**src/rtl/tx_flow_sched.sv**
```systemverilog
// tx_flow_sched: per-flow TX scheduler; source arbiter, pending bitvectors and round-robin flow scanner.
// Optional TX_FLOW_SCHED_SRC0_PRIO_EN gives source 0 (timeout engine) strict priority over the others.
package tcp_pkg;
    localparam int MAX_TCP_FLOWS = 16;
    localparam int FLOWID_W = $clog2(MAX_TCP_FLOWS);
    typedef enum logic [1:0] {SC_NOP = 2'd0, SC_SET = 2'd1, SC_CLEAR = 2'd2} set_clear_e;
    typedef struct packed {
        logic [FLOWID_W-1:0] flowid;
        set_clear_e          rt;
        set_clear_e          ack;
        set_clear_e          data;
    } sched_cmd_struct;
endpackage

module tx_flow_sched
    import tcp_pkg::*;
#(
    parameter int NUM_SRC = 3
) (
    input  logic                                      clk,
    input  logic                                      rst,
    input  logic [NUM_SRC-1:0]                        i_src_cmd_val,
    input  logic [NUM_SRC*$bits(sched_cmd_struct)-1:0] i_src_cmd_data,
    output logic [NUM_SRC-1:0]                        o_src_cmd_rdy,
    output logic                                      o_sched_tx_req_val,
    output logic [FLOWID_W-1:0]                       o_sched_tx_req_flowid,
    output logic [2:0]                                o_sched_tx_req_pend,
    input  logic                                      i_tx_sched_req_rdy
);
    localparam int CMD_W = $bits(sched_cmd_struct);
    localparam int RR_W  = $clog2(NUM_SRC);

    typedef enum logic {SCAN, ISSUE} state_e;

    state_e                         r_state, w_state_nxt;
    logic [RR_W-1:0]                r_rr_ptr, w_rr_nxt, w_gnt;
    logic                           w_gnt_ok, w_adv;
    logic [FLOWID_W-1:0]            r_scan_idx, w_scan_nxt, w_scan_inc;
    logic [2:0]                     r_snap, w_snap_nxt, w_hit;
    logic [2:0][MAX_TCP_FLOWS-1:0]  r_pend, w_pend_nxt;
    sched_cmd_struct                w_cmd;
    set_clear_e                     w_op [3];
    logic                           w_hs;

    always_comb begin
        w_gnt_ok = 1'b0;
        w_gnt    = '0;
`ifdef TX_FLOW_SCHED_SRC0_PRIO_EN
        if (i_src_cmd_val[0]) begin
            w_gnt_ok = 1'b1;
        end else begin
            for (int k = 0; k < NUM_SRC-1; k++) begin
                int idx;
                idx = ((r_rr_ptr == '0) ? 1 : int'(r_rr_ptr)) + k;
                if (idx >= NUM_SRC) idx = idx - (NUM_SRC-1);
                if (!w_gnt_ok && i_src_cmd_val[idx]) begin
                    w_gnt_ok = 1'b1;
                    w_gnt    = RR_W'(idx);
                end
            end
        end
`else
        for (int k = 0; k < NUM_SRC; k++) begin
            int idx;
            idx = int'(r_rr_ptr) + k;
            if (idx >= NUM_SRC) idx = idx - NUM_SRC;
            if (!w_gnt_ok && i_src_cmd_val[idx]) begin
                w_gnt_ok = 1'b1;
                w_gnt    = RR_W'(idx);
            end
        end
`endif
    end

`ifdef TX_FLOW_SCHED_SRC0_PRIO_EN
    assign w_adv = w_gnt_ok && (w_gnt != '0);
`else
    assign w_adv = w_gnt_ok;
`endif
    assign w_rr_nxt      = w_adv ? ((w_gnt == RR_W'(NUM_SRC-1)) ? '0 : w_gnt + 1'b1) : r_rr_ptr;
    assign o_src_cmd_rdy = (w_gnt_ok && !rst) ? (NUM_SRC'(1) << w_gnt) : '0;
    assign w_cmd         = i_src_cmd_data[w_gnt*CMD_W +: CMD_W];
    assign w_op[2]       = w_cmd.rt;
    assign w_op[1]       = w_cmd.ack;
    assign w_op[0]       = w_cmd.data;

    assign w_hit      = {r_pend[2][r_scan_idx], r_pend[1][r_scan_idx], r_pend[0][r_scan_idx]};
    assign w_hs       = (r_state == ISSUE) && i_tx_sched_req_rdy;
    assign w_scan_inc = (r_scan_idx == FLOWID_W'(MAX_TCP_FLOWS-1)) ? '0 : r_scan_idx + 1'b1;

    always_comb begin
        w_state_nxt = r_state;
        w_scan_nxt  = r_scan_idx;
        w_snap_nxt  = r_snap;
        if (r_state == SCAN) begin
            if (|w_hit) begin
                w_state_nxt = ISSUE;
                w_snap_nxt  = w_hit;
            end else begin
                w_scan_nxt = w_scan_inc;
            end
        end else if (i_tx_sched_req_rdy) begin
            w_state_nxt = SCAN;
            w_scan_nxt  = w_scan_inc;
        end
    end

    // Command applied after the issue clear so a same-cycle SET survives.
    always_comb begin
        w_pend_nxt = r_pend;
        for (int b = 0; b < 3; b++) begin
            if (w_hs && r_snap[b]) w_pend_nxt[b][r_scan_idx] = 1'b0;
            if (w_gnt_ok && w_op[b] == SC_SET) w_pend_nxt[b][w_cmd.flowid] = 1'b1;
            else if (w_gnt_ok && w_op[b] == SC_CLEAR) w_pend_nxt[b][w_cmd.flowid] = 1'b0;
        end
    end

    always_ff @(posedge clk) begin
        if (rst) begin
            r_state    <= SCAN;
            r_rr_ptr   <= '0;
            r_scan_idx <= '0;
            r_snap     <= '0;
            r_pend     <= '0;
        end else begin
            r_state    <= w_state_nxt;
            r_rr_ptr   <= w_rr_nxt;
            r_scan_idx <= w_scan_nxt;
            r_snap     <= w_snap_nxt;
            r_pend     <= w_pend_nxt;
        end
    end

    assign o_sched_tx_req_val    = (r_state == ISSUE);
    assign o_sched_tx_req_flowid = r_scan_idx;
    assign o_sched_tx_req_pend   = r_snap;
endmodule

```
**config.mk**
```make
export PLATFORM = sky130hd
export DESIGN_NAME = tx_flow_sched
export DESIGN_NICKNAME = d
export VERILOG_FILES = /design/src/rtl/tx_flow_sched.sv
export SDC_FILE = /design/constraint.sdc
export NUM_CORES = 1
export LEC_CHECK = 0
export ABC_AREA = 0
export CORE_MARGIN = 1
export CORE_UTILIZATION = 28
export DETAILED_ROUTE_END_ITERATION = 8
export SLEW_MARGIN = 5
export SYNTH_ARGS = -nofsm -noshare
export SYNTH_HDL_FRONTEND = slang
export SYNTH_SLANG_ARGS = --single-unit
export TNS_END_PERCENT = 1
```
**constraint.sdc**
```tcl
create_clock -name clk -period 7.3 [get_ports clk]
set_input_delay 1.46 -clock clk [delete_from_list [all_inputs] [get_ports clk]]
set_output_delay 1.46 -clock clk [all_outputs]
set_load 0.01 [all_outputs]
```
==> results of run 1 <==
[cells by family (layout without fill, tap and decap cells)]
logic type                 Yosys count  in the layout
xor gates and xnor gates             1              1
buffers and inverters               50             79
AOI/OAI and AO/OA                  182            182
and+or+nand+nor                    192            192
DFF                                 58             58
adders and majority gates            7              7
muxes                               16             16
[metrics by stage]
step	setup slack (ns)	total power, mW	cell area, sq um	instances	utilization (%)
after floorplan	2.88	0.931	4420	506	-
after detailed placement	1.90	1.10	4950	730	32.3
after CTS	1.89	1.60	5310	746	34.6
final	1.88	1.61	5310	746	34.6
after global placement	1.98	1.09	4950	730	32.3
after global routing	1.68	1.69	5310	746	34.6
[cell usage after synthesis (6+ instances only)]
master	count
nor2b_1	48
o22ai_1	13
buf_6	6
buf_2	6
a32oi_2	9
o221ai_1	42
a21oi_1	7
and2_1	6
mux4_2	12
nand4b_1	6
o21ai_0	13
clkbuf_1	18
nand2_1	38
nand2b_1	14
a22o_1	6
o21ai_1	34
a311oi_1	7
nor2_1	32
and3_1	9
dfxtp_1	58
ha_1	7
inv_1	15
nor3b_1	6
nand3_1	12
o32ai_2	11
[per-layer routing]
layer | share of wire [%] | global-route usage [%] | wire [um] | vias to the layer above
met3 | 6.1 | 3.48 | 879 | 28
met1 | 44 | 22.9 | 6310 | 2140
met2 | 48 | 30.4 | 6930 | 158
met5 | 0 | 0 | 0 | -
met4 | 2.5 | 7.20 | 361 | 0
li1 | - | - | - | 2027
[sequential cells by signal, indices dropped and copies added (netlist names)]
signal,count
o_sched_tx_req_pend,3
r_pend,48
o_sched_tx_req_val,1
o_sched_tx_req_flowid,4
r_rr_ptr,2
[layout make-up]
cell class                 count  area [sq um]
sequential                    58          1160
multi-input combinational    398          3000
inverter                      15          56.3
timing repair buffer          48           470
fill                        1562         10000
clock buffer                  10           239
clock inverter                 6           114
tap                          211           264
[critical path: stages]
cell and delay [ns]:
clkdlybuf4s50_1 0.58, a22oi_1 0.13, o22ai_2 0.39, o31a_1 0.20, buf_4 0.30, nand2_1 0.08, nor3_1 0.22, clkdlybuf4s50_1 0.59
[final timing paths]
path	start	endpoint	slack, ns	cells after the start
setup / recovery	i_src_cmd_val[1]	o_src_cmd_rdy[0]	1.88	8
hold / removal	r_rr_ptr[0]$_SDFFE_PP0N_	r_rr_ptr[0]$_SDFFE_PP0N_	0.51	1
setup reg to reg	r_rr_ptr[0]$_SDFFE_PP0N_	r_pend[11]$_SDFF_PP0_	3.41	9
hold reg to reg	r_rr_ptr[0]$_SDFFE_PP0N_	r_rr_ptr[0]$_SDFFE_PP0N_	0.51	1
[report_power, final]
part / leakage (nW) / internal, mW / switching, mW
logic: 0.985 / 0.239 / 0.463
registers: 0.469 / 0.351 / 0.0586
clock network: 0.165 / 0.343 / 0.158
==> impl_metrics.json, run 1 <==
{
  "synth_top_family_by_area": "compound AO/OA/AOI/OAI gates",
  "clkTransAtPathRegs_ns": 0.05,
  "wl_per_cell_um": 19.4,
  "vias": 4353,
  "cp_max_fo": 21,
  "gp_congestion": 0.866,
  "synth_area_leader_cell": "dfxtp_1",
  "drc": 0,
  "cp.arrival_ns": 3.96,
  "synth_seq_cells": 58,
  "worst_slew_pin_slew_ns": 1.14,
  "synth_area_per_cell_sq_um": 8.73,
  "cts_made_buffers": 9,
  "maxCapViolations": 0,
  "cts_buffer_depth": 2,
  "drv_slew": 0,
  "power.leakage_nw": 1.62,
  "final_cell_mix": "dfxtp_1 (58), nor2b_1 (48), clkdlybuf4s50_1 (45)",
  "grt_pass1_vias": 4267,
  "drt-total-wl_mm": 14.5,
  "p_per_area_mw_per_mm2": 304,
  "final_layout_size_suffix_gt1_share_pct": 12.9,
  "status": "finished clean",
  "cts_tree": "built",
  "hold_buffers": 0,
  "end_kind": "output port",
  "hold_ws_ns": 0.505,
  "row_count": 45,
  "cts_root_buf": "clkbuf_16",
  "synth.distinct_cells": 64,
  "synthXorXnorAreaFrac_pct": 0.198,
  "fin_nets": 573,
  "fin_crit_sh_pct": 74.2,
  "synthTopCellsByArea": "dfxtp_1 (26%), o221ai_1 (8.3%), nor2b_1 (6.8%), mux4_2 (6.1%), o32ai_2 (4.1%)",
  "ir_worst_vdd_v": 0.000126,
  "synth_edf_count": 0,
  "area_delta_synth_final_pct": 20.1,
  "grt_pass1_wl_mm": 23.0,
  "die_y_um": 128,
  "diodes": 0,
  "critical_path_class": "input port to output port",
  "synth_area_sq_mm": 0.00442,
  "synthCells": 506,
  "drt-initial-drc-count": 503,
  "via_per_inst": 5.84,
  "startpoint_type": "input port",
  "drt-pass1-iter-count": 5,
  "clock_sinks": 58,
  "synth-main-ff-cell": "dfxtp_1",
  "setup_viol": 0,
  "synth_compound_area_share_pct": 35.0,
  "cts.htree.levels": 3,
  "track_usage_pct": 18.1,
  "min-delay-path-class": "flip-flop to flip-flop",
  "antenna_found_initial": 0,
  "rsz0062_at_grt": "false",
  "layout_commonest_cell": "dfxtp_1",
  "synth_fp_nets": 549,
  "yosysSeqAreaShare_pct": 26.3,
  "synth_mux_area_share_pct": 7.03,
  "clock_skew_ns": 0.00494,
  "required_ns": 5.84,
  "die_area_sq_mm": 0.0163,
  "slew_headroom_pct": 23.8,
  "clock_latency_ns": 0.33,
  "gr-total-overflow": 0,
  "coreArea_sq_mm": 0.0153,
  "numPortBuffers": 46,
  "yosys.area_share.simple_pct": 23.7,
  "postRouteAntennaNets": 0,
  "dpl.hpwl_mm": 10.1,
  "synth_warnings": 0,
  "start_util_pct": 28.8,
  "fin_setup_tns_ns": 0,
  "chipWidth_um": 128,
  "timing.fmax_mhz": 185,
  "cts_resized": 0,
  "post_cts_buffers": 0,
  "synth_top_area_share_pct": 26.3,
  "layout_min_cycle_time_ns": 5.42,
  "async_flop_share_pct": 0,
  "grt_max_degree": 63,
  "finalHoldViolCount": 0,
  "synthAdderAreaFrac_pct": 1.98,
  "ios": 47
}
Note: power is estimated with default switching activity, not from simulation.
==> run 2: changes to the inputs <==
Clock period 7.3 ns to 4.45 ns, I/O delays scaled along.
==> impl_metrics.json, run 2 (synthesized netlist as in run 1, its figures left out) <==
{
  "status": "finished clean",
  "cts_resized": 0,
  "coreArea_sq_mm": 0.0153,
  "area_delta_synth_final_pct": 21.0,
  "regMostFlops": "r_pend",
  "clock_latency_ns": 0.33,
  "switching_share_pct": 42.6,
  "worst_slew_pin_slew_ns": 0.967,
  "grt_pass1_vias": 4439,
  "final_cell_mix": "dfxtp_1 (58), nor2b_1 (48), clkdlybuf4s50_1 (45)",
  "end_kind": "output port",
  "placed_area_sq_mm": 0.00502,
  "post_cts_buffers": 0,
  "drt-pass1-iter-count": 7,
  "drt-total-wl_mm": 14.4,
  "drt-initial-drc-count": 443,
  "slew_headroom_pct": 35.4,
  "cp.arrival_ns": 3.27,
  "globalRouteMet3Util_pct": 4.06,
  "clock_sinks": 58,
  "via_per_inst": 5.83,
  "fin_nets": 580,
  "clock_skew_ns": 0.00658,
  "drv_slew": 0,
  "ios": 47,
  "fin_crit_sh_pct": 93.6,
  "critical_path_class": "input port to output port",
  "seqPwrFrac_pct": 25.3,
  "gr-usage-met2_pct": 31.3,
  "numPortBuffers": 46,
  "die_area_sq_mm": 0.0163,
  "diodes": 0,
  "timing.fmax_mhz": 240,
  "min-delay-path-class": "flip-flop to flip-flop",
  "power.leakage_nw": 1.64,
  "clkTransAtPathRegs_ns": 0.05,
  "nFillCells": 1551,
  "cts_tree": "built",
  "layout_min_cycle_time_ns": 4.16,
  "hold_buffers": 0,
  "dpl.hpwl_mm": 10.3,
  "p_sw_mw": 1.13,
  "cp_max_fo": 9,
  "startpoint_type": "input port",
  "p_per_area_mw_per_mm2": 494,
  "power.share.clock_pct": 28.6,
  "antenna_found_initial": 1,
  "setup_viol": 0,
  "chipWidth_um": 128,
  "track_usage_pct": 18.2,
  "start_util_pct": 28.8,
  "cts_root_buf": "clkbuf_16",
  "grt_pass1_wl_mm": 23.4,
  "cts_buffer_depth": 2,
  "gr-total-overflow": 0,
  "layout_commonest_cell": "dfxtp_1",
  "ir_worst_vdd_v": 0.000164,
  "rrSetupSlack_ns": 1.04,
  "drc": 0,
  "grt_max_degree": 59,
  "largest_register_ffs": 48,
  "cts.htree.levels": 3,
  "vias": 4393,
  "required_ns": 3.56,
  "postRouteAntennaNets": 0,
  "grt.busiest_layer": "met2",
  "rsz0062_at_grt": "false",
  "wl_per_cell_um": 19.1,
  "cts_made_buffers": 9,
  "gr-usage-met1_pct": 22.5,
  "gp_congestion": 0.856,
  "p_comb_share_pct": 46.1,
  "finalHoldViolCount": 0,
  "maxCapViolations": 0,
  "power.internal_mw": 1.52,
  "fin_area_sq_mm": 0.00535,
  "final_layout_size_suffix_gt1_share_pct": 14.0,
  "die_y_um": 128,
  "row_count": 45,
  "fin_setup_tns_ns": 0
}
-- run 2: cell types whose count changed in the layout (fill, tap and decap cells not counted), sizes merged --
cell / delta
buf: +7
clkinvlp: +2
clkinv: -1
bufinv: -1
-- run 2: power groups by stage --
stage               logic (mW)  registers [mW]  clock network (mW)
floorplan                0.907           0.620                   0
global placement          1.16           0.677                   0
detailed placement        1.19           0.680                   0
CTS                       1.20           0.668               0.763
global route              1.32           0.680               0.788
finish                    1.22           0.668               0.756
-- run 2: worst max-delay path, stage by stage --
cell,delay (ns)
clkdlybuf4s50_1,0.61
a22oi_1,0.16
o22ai_2,0.41
nor2_1,0.18
o21ai_0,0.11
nand2_1,0.07
nor3_1,0.25
clkdlybuf4s50_1,0.60
-- run 2: final timing paths --
check,from,depth (start not counted),to
max,i_src_cmd_val[1],8,o_src_cmd_rdy[0]
min reg2reg,r_rr_ptr[0]$_SDFFE_PP0N_,1,r_rr_ptr[0]$_SDFFE_PP0N_
min,r_rr_ptr[0]$_SDFFE_PP0N_,1,r_rr_ptr[0]$_SDFFE_PP0N_
max reg2reg,r_rr_ptr[0]$_SDFFE_PP0N_,10,r_pend[47]$_SDFF_PP0_
-- run 2: layout make-up --
type / count / area [sq um] / area share (%)
Multi-Input combinational cell: 398 / 3000 / 56.1
Sequential cell: 58 / 1160 / 21.7
Timing Repair Buffer: 55 / 536 / 10.0
Tap cell: 211 / 264 / 4.94
Clock buffer: 10 / 239 / 4.47
Clock inverter: 6 / 90.1 / 1.68
Inverter: 15 / 56.3 / 1.05
-- run 2: layer usage --
metal / wire length, um / vias up
li1: - / 2040
met3: 890 / 27
met4: 242 / 2
met1: 6200 / 2162
met2: 7060 / 162
met5: 14 / -
-- run 2: per-stage QoR --
| step | hold slack [ns] | worst slack (ns) | std cells | util [%] | power, mW |
|---|---|---|---|---|---|
| global placement | 0.490 | 0.496 | 737 | 32.8 | 1.84 |
| CTS | 0.525 | 0.311 | 753 | 34.9 | 2.63 |
| detailed placement | 0.512 | 0.318 | 737 | 32.8 | 1.87 |
| finish | 0.513 | 0.285 | 753 | 34.9 | 2.64 |
| global route | 0.547 | 0.0926 | 753 | 34.9 | 2.78 |
| floorplan | 0.456 | 1.17 | 506 | - | 1.53 |
==> run 3: changes to the inputs <==
==> constraint.sdc (replaced) <==
create_clock -name clk -period 4.45 [get_ports clk]
set_input_delay 0.6675 -clock clk [delete_from_list [all_inputs] [get_ports clk]]
set_output_delay 0.6675 -clock clk [all_outputs]
set_load 0.01 [all_outputs]
==> impl_metrics.json, run 3 (synthesized netlist as in run 1, its figures left out) <==
{
  "numPortBuffers": 46,
  "area_delta_synth_final_pct": 21.1,
  "instances_no_fill": 752,
  "status": "finished clean",
  "dpl.hpwl_mm": 10.3,
  "cts_buffer_depth": 2,
  "grt_max_degree": 59,
  "power.leakage_nw": 1.65,
  "coreArea_sq_mm": 0.0153,
  "grt_pass1_vias": 4371,
  "start_util_pct": 28.8,
  "cts_tree": "built",
  "row_count": 45,
  "grt_pass1_wl_mm": 23.1,
  "clock_skew_ns": 0.00627,
  "die_area_sq_mm": 0.0163,
  "vias": 4418,
  "p_per_area_mw_per_mm2": 500,
  "cts_root_buf": "clkbuf_16",
  "cp_max_fo": 9,
  "via_per_inst": 5.88,
  "timing.fmax_mhz": 278,
  "final_cell_mix": "dfxtp_1 (58), nor2b_1 (48), clkdlybuf4s50_1 (45)",
  "cp.arrival_ns": 2.94,
  "layout_min_cycle_time_ns": 3.60,
  "fin_setup_tns_ns": 0,
  "clock_latency_ns": 0.33,
  "startpoint_type": "input port",
  "fin_area_sq_mm": 0.00535,
  "drt-initial-drc-count": 388,
  "reg2reg_from": "r_rr_ptr[0]$_SDFFE_PP0N_",
  "nFillCells": 1565,
  "drv_slew": 0,
  "holdPathEnd": "r_rr_ptr[0]$_SDFFE_PP0N_",
  "clock_sinks": 58,
  "end_kind": "output port",
  "rrSetupSlack_ns": 0.99,
  "drt-total-wl_mm": 14.4,
  "finalPower_mw": 2.68,
  "r2r_end": "r_pend[47]$_SDFF_PP0_",
  "rsz0062_at_grt": "false",
  "fin_crit_sh_pct": 81.0,
  "largest_register_ffs": 48,
  "maxCapViolations": 0,
  "rr_worst_depth": 10,
  "hp-start": "r_rr_ptr[0]$_SDFFE_PP0N_",
  "die_y_um": 128,
  "finalHoldViolCount": 0,
  "drc": 0,
  "cts_made_buffers": 9,
  "gp_congestion": 0.838,
  "critical_path_class": "input port to output port",
  "cts.htree.levels": 3,
  "numPlacedInstances": 736,
  "ir_worst_vdd_v": 0.000246,
  "gr-total-overflow": 0,
  "fin_nets": 579,
  "final_layout_size_suffix_gt1_share_pct": 13.9,
  "track_usage_pct": 18.2,
  "required_ns": 3.78,
  "diodes": 0,
  "chipWidth_um": 128,
  "hold_depth": 1,
  "worst_slew_pin_slew_ns": 1.03,
  "min-delay-path-class": "flip-flop to flip-flop",
  "clkTransAtPathRegs_ns": 0.05,
  "final_core_util_pct": 34.9,
  "drt-pass1-iter-count": 5,
  "ios": 47,
  "hold_buffers": 0,
  "antenna_found_initial": 0,
  "setup_viol": 0,
  "slew_headroom_pct": 31.0,
  "cts_resized": 0,
  "wl_per_cell_um": 19.1,
  "postRouteAntennaNets": 0,
  "regMostFlops": "r_pend",
  "post_cts_buffers": 0,
  "placed_area_sq_mm": 0.00500,
  "layout_commonest_cell": "dfxtp_1"
}
## run 3: cell type report
class	instances	area, sq um	area share, %
clock inverter	6	114	2.13
inverter	15	56.3	1.05
timing repair buffer	54	515	9.64
multi-input combinational	398	3000	56.1
tap	211	264	4.93
clock buffer	10	239	4.47
sequential	58	1160	21.7
## run 3: worst max-delay path by stage
stage | cells after the start | to | slack, ns | start
floorplan | 10 | o_src_cmd_rdy[0] | 1.50 | r_rr_ptr[0]$_SDFFE_PP0N_
global placement | 9 | r_pend[47]$_SDFF_PP0_ | 0.83 | i_src_cmd_val[1]
detailed placement | 9 | r_pend[47]$_SDFF_PP0_ | 0.67 | i_src_cmd_val[1]
CTS | 8 | o_src_cmd_rdy[0] | 0.85 | i_src_cmd_val[1]
global route | 8 | o_src_cmd_rdy[0] | 0.60 | i_src_cmd_val[1]
finish | 8 | o_src_cmd_rdy[1] | 0.85 | i_src_cmd_val[1]
## run 3: per-stage QoR
step	hold WS, ns	worst slack (ns)
floorplan	0.456	1.50
global placement	0.484	0.825
detailed placement	0.497	0.668
CTS	0.509	0.846
global route	0.531	0.596
finish	0.502	0.847
## run 3: critical path, cell delays in order
cell and delay, ns:
clkdlybuf4s50_1 0.58, a22oi_1 0.14, o22ai_2 0.39, nor2_1 0.18, nand2_1 0.12, nand2b_1 0.12, nor2_1 0.18, clkdlybuf4s50_1 0.55
## run 3: per-layer routing
metal | up-vias | global-route usage, % | wire length [um]
met5 | - | 0 | 0
met4 | 0 | 6.57 | 308
met3 | 21 | 5.03 | 1110
met2 | 203 | 30.6 | 6890
met1 | 2149 | 22.4 | 6060
li1 | 2045 | - | -
## run 3: power breakdown
part / internal (mW) / leakage, nW / switching (mW)
registers: 0.575 / 0.469 / 0.0969
clock network: 0.562 / 0.165 / 0.255
logic: 0.423 / 1.01 / 0.765
total: 1.56 / 1.65 / 1.12
==> variant 1, RTL diff (settings of run 2) <==
Change the parameter `NUM_SRC` from 3 to 6.
--- a/src/rtl/tx_flow_sched.sv
+++ b/src/rtl/tx_flow_sched.sv
@@ -17,3 +17,3 @@
 #(
-    parameter int NUM_SRC = 3
+    parameter int NUM_SRC = 6
 ) (
Interface: changed (resized i_src_cmd_data, i_src_cmd_val and o_src_cmd_rdy); port bits go from 47 to 83. No check against the original RTL was run, so the function may have changed too.
==> variant 1 against run 2 <==
- the flow now finishes with violations (negative setup slack)
- sequential share of layout area shrank 7.4 points
- critical path depth increased by 6
- synthesized cell count up 31%
- setup slack lost 0.43 ns
- register-to-register slack lost 1.1 ns
- sequential cell count grew 1
- synthesized area up 23%
- clock skew fell by 0.0014 ns
- routed wire length rose by 40%
- design area increased by 56%
- via count increased by 42%
- utilization grew 9.4 points
- critical endpoint is now o_src_cmd_rdy[1]
Power is left out: the tool's default activity adds up to more than one toggle a clock period on the data nets, which glitch-free logic cannot reach.
==> variant 1: results <==
[worst_setup_path]
worstPathArrival_ns = 3.71
reg2reg_depth = 18
worstPathMaxFanout = 4
start_kind = flop
crit-reg2reg-launch = r_rr_ptr[0]

[clock_tree]
clk-insertion-delay-late_ns = 0.33
cts.reportedPaths.clkPinSlew_ns = 0.05
clk_path_buf_depth = 2
cts_inserted_buffers = 9
ctsHtreeMaxLevel = 3

[routing]
wl_mm = 20.19
detailedRoute.firstIterationViolations = 429
route.vias.total = 6239
dr.max_layer_used = met4
met2WireLength_mm = 9.836
routed-wl-met3_um = 961
wl_met1_mm = 8.889
via_per_inst = 5.473
first_pass_iters = 5

[grt]
gr-usage-all-layers_pct = 19.94
grt_pass1_wl_mm = 31.37
antenna_found_initial = 0
grt_max_degree = 63
first_global_vias = 5848

[synth]
yosys_most_used_dff = sky130_fd_sc_hd__dfxtp_1
most_common_library_cells_after_synthesis = 59 x sky130_fd_sc_hd__dfxtp_1, 52 x sky130_fd_sc_hd__o21ai_0, 44 x sky130_fd_sc_hd__nor3_1
yosys.cell_types.count = 82
syn-num-nets = 751
netlist_top_cells_area = sky130_fd_sc_hd__dfxtp_1 22%, sky130_fd_sc_hd__mux4_2 6.6%, sky130_fd_sc_hd__nor2b_1 4.8%
synth_sequential_area_ratio_pct = 21.77
avgSynthCellArea_um2 = 8.172
number_of_flops_mapped_to_enable_cells_by_yosys = 0

[placed_design]
io_buffer_count = 82
pre_cts_ws_ns = -0.6383
detailed_place_hpwl_mm = 14.55
routabilityCongestion = 0.9119
placedInstanceArea_um2 = 7427
dp_cells = 1091

[cells_and_area]
share_of_cells_above_drive_strength_1_pct = 35.11
layout.nets = 962
registers.top_by_ff_count = r_pend

[worst_hold_path]
hold_start = r_pend[35]
hold_path_depth = 2
hold_path_class = flop to flop

[outcome]
violations = negative setup slack
status = complete, but fails checks

[timing]
clock-skew-final_ns = 0.005160
slew-limit-headroom_pct = 44.81
setup_viol_count_final = 33
sum_of_negative_setup_slack_ns = -1.445
setup_slack_ns = -0.1458
[variant 1: cell count changes in the layout (fill, tap and decap cells not counted), sizes merged, moves of 12 or more]
cell | run 2 | this run
buf | 10 | 174
nand2b | 14 | 2
nand3 | 12 | 31
o22ai | 14 | 28
clkdlybuf4s50 | 45 | 69
nand3b | 2 | 21
mux2i | 4 | 17
nor3 | 5 | 51
o221ai | 42 | 27
[variant 1: cell families after synthesis]
kind of cell / Yosys count / synth area share [%]
flops: 59 / 21.77
xor+xnor: 6 / 1.107
buf+inv: 66 / 5.649
mux: 44 / 12.06
fa+ha+maj: 18 / 4.150
simple gates: 272 / 28.91
compound gates: 199 / 26.36
[variant 1: critical path, stage by stage (launching register included)]
cell	delay, ns
sky130_fd_sc_hd__dfxtp_4	0.36
sky130_fd_sc_hd__ha_2	0.22
sky130_fd_sc_hd__xnor2_4	0.14
sky130_fd_sc_hd__ha_1	0.18
sky130_fd_sc_hd__a211o_1	0.26
sky130_fd_sc_hd__or3_4	0.36
sky130_fd_sc_hd__and3_4	0.21
sky130_fd_sc_hd__o32a_4	0.34
sky130_fd_sc_hd__o311a_1	0.34
sky130_fd_sc_hd__o32a_1	0.37
sky130_fd_sc_hd__clkinv_4	0.09
sky130_fd_sc_hd__buf_4	0.12
sky130_fd_sc_hd__nand2_1	0.06
sky130_fd_sc_hd__nor3_2	0.18
sky130_fd_sc_hd__buf_2	0.16
[variant 1: area by class of cell]
| class | count | area, um^2 |
|---|---|---|
| multi-input cells | 540 | 4333 |
| repair buffers | 250 | 2111 |
| flip-flops and latches | 59 | 1190 |
| inverters | 15 | 66.31 |
| fillers | 1806 | 10490 |
| well taps | 260 | 325.3 |
| clock inverters | 4 | 47.55 |
| clock buffers | 12 | 266.5 |
[variant 1: final timing paths]
kind	to	slack, ns
worst max-delay path	o_src_cmd_rdy[1]	-0.15
worst min register to register	r_pend[35]	0.49
worst max register to register	r_pend[44]	-0.08
worst min-delay path	r_pend[35]	0.49
[variant 1: per-stage QoR]
step	util, %	hold slack, ns
finish	44.29	0.4946
floorplan	-	0.4595
CTS	42.71	0.4915
global placement	39.44	0.4796
detailed placement	39.44	0.4764
global route	44.29	0.5160
[variant 1: timing repair]
item                       in CTS  in global routing
resized for setup              85                 40
setup endpoints to repair      54                 54
pin swaps                      24                 23
hold buffers                    0                  0
cloned                          1                  0
setup buffers                  17                 15
[variant 1: metal layers]
metal | up-vias | GRT usage [%]
met5 | - | 0
met4 | 0 | 6.693
met3 | 40 | 2.174
li1 | 2999 | -
met1 | 2987 | 26.19
met2 | 213 | 33.87
==> variant 2, RTL diff (flow settings as in run 2) <==
Without the edit above. Make the reset (`rst`) asynchronous in one clocked block.
--- a/src/rtl/tx_flow_sched.sv
+++ b/src/rtl/tx_flow_sched.sv
@@ -117,3 +117,3 @@
 
-    always_ff @(posedge clk) begin
+    always_ff @(posedge clk or posedge rst) begin
         if (rst) begin
Check against the original RTL: differs if rst is asserted again (counterexample within 4 cycles, from zero or initial values and one cycle with rst high); with rst held inactive, the same outputs for 4 cycles.
==> variant 2 against run 2 <==
- setup slack improved by 0.23 ns
- synthesized cell count decreased by 9.9%
- synthesized area decreased by 0.51%
- via count decreased by 2.1%
- routed wire length increased by 1.2%
- sequential cell count unchanged
- largest cell class unchanged
- design area increased by 0.68%
Power is not compared: it rests on default switching activity, and its combinational part moved more than twofold at a synthesized area within 25%.
==> variant 2: results <==
[worst_setup_path]
slowest_stage = sky130_fd_sc_hd__clkdlybuf4s50_1
worstPathMaxFanout = 11
path_delay_family = buffers and inverters
worstPathArrival_ns = 3.05
reg2reg_depth = 8
worst_setup_path_start = i_src_cmd_val[2]
crit-reg2reg-launch = r_rr_ptr[1]
critical-path-max-stage-delay_ns = 0.55
worst-r2r-setup-slack_ns = 0.90

[clock_tree]
cts_inserted_buffers = 9
cts.reportedPaths.clkPinSlew_ns = 0.06
ctsHtreeMaxLevel = 3
post_cts_resize_count = 0
clk-insertion-delay-late_ns = 0.33
postCtsSetupRepairBufs = 0
clk_path_buf_depth = 2

[grt]
grt_max_degree = 41
antenna_found_initial = 0
grt_pass1_wl_mm = 23.06
gr-usage-all-layers_pct = 18.34
first_global_vias = 4176

[routing]
via_per_inst = 6.006
detailedRoute.firstIterationViolations = 408
drt-wirelength-per-cell_um = 20.37
wl_mm = 14.58
first_pass_iters = 5

[synth]
yosys_most_used_dff = sky130_fd_sc_hd__dfrtp_1
synth.yosys.warnings = 0
syn-num-nets = 499
yosys.area_share.xor_xnor_pct = 0.1993
yosys.area_share.adder_pct = 1.993
netlist_top_cells_area = sky130_fd_sc_hd__dfrtp_1 33%, sky130_fd_sc_hd__a31o_1 9.0%, sky130_fd_sc_hd__mux4_2 7.7%
asyncSetResetFlopFracSynth_pct = 100.0
most_common_library_cells_after_synthesis = 58 x sky130_fd_sc_hd__dfrtp_1, 52 x sky130_fd_sc_hd__o21ai_0, 45 x sky130_fd_sc_hd__a31o_1, 45 x sky130_fd_sc_hd__a31oi_1, 38 x sky130_fd_sc_hd__nand2_1
synth_compound_gate_area_share_pct = 38.27
largest_family_of_logic_cells_by_synthesized_area = compound AO/OA/AOI/OAI gates
syn_inst = 456
yosys.cell_types.count = 60
synth_sequential_area_ratio_pct = 33.03
post_synth_mux_area_share_pct = 11.08

[worst_hold_path]
hold_path_class = flop to flop
hold_start = r_rr_ptr[0]
hold_path_depth = 2

[timing]
clock-skew-final_ns = 0.008814
tightest_slew_ns = 1.336

[placed_design]
dp_cells = 700
io_buffer_count = 46
detailed_place_hpwl_mm = 10.16
routabilityCongestion = 0.9112

[outcome]
status = completed

[cells_and_area]
layout.nets = 543
share_of_cells_above_drive_strength_1_pct = 14.65
number_of_flip_flops_under_the_largest_register_name = 48
n_antenna_cell = 0
fill_cells = 1536

[pwr]
leakage_nw = 2.016
## variant 2: routing by layer
layer | track usage (%) | up-vias | part of all wire [%]
li1 | - | 1899 | -
met1 | 25.27 | 2147 | 43
met2 | 29.51 | 229 | 46
met3 | 2.094 | 25 | 9.1
met4 | 6.933 | 0 | 1.7
met5 | 0 | - | 0
## variant 2: worst paths after layout
| path | endpoint |
|---|---|
| max | o_src_cmd_rdy[1] |
| min | r_rr_ptr[0] |
| max reg2reg | r_pend[46] |
| min reg2reg | r_rr_ptr[0] |
| max in group asynchronous | o_sched_tx_req_pend[1] |
| min in group asynchronous | r_rr_ptr[0] |
## variant 2: area by class of cell
type / instances / area share [%]
clock buffers: 9 / 4.184
clock inverters: 7 / 1.441
inverters: 18 / 1.255
multi-input cells: 352 / 50.60
flip-flops and latches: 58 / 26.96
well taps: 211 / 4.905
repair buffers: 61 / 10.65
## variant 2: report_power, final
part / leakage, nW / total, mW / switching (mW) / internal (mW)
logic: 1.14 / 2.68 / 1.64 / 1.04
clock network: 0.134 / 0.704 / 0.268 / 0.436
registers: 0.738 / 1.01 / 0.247 / 0.767
total: 2.02 / 4.40 / 2.15 / 2.24
## variant 2: stage by stage
step | cell area [um^2] | utilization, % | hold WS [ns] | setup slack, ns
2_1_floorplan | 4394 | - | 0.4753 | 1.333
3_3_place_gp | 5080 | 33.29 | 0.4974 | 0.4587
3_5_place_dp | 5080 | 33.29 | 0.5058 | 0.3577
4_1_cts | 5383 | 35.28 | 0.5193 | 0.5065
5_1_grt | 5383 | 35.28 | 0.5635 | 0.4047
6_report | 5383 | 35.28 | 0.5201 | 0.5139
## variant 2: worst min-delay path, cell delays in order, from the launching register on
cell and delay, ns:
sky130_fd_sc_hd__dfrtp_1 0.37, sky130_fd_sc_hd__nand2_1 0.06, sky130_fd_sc_hd__nand2_1 0.06
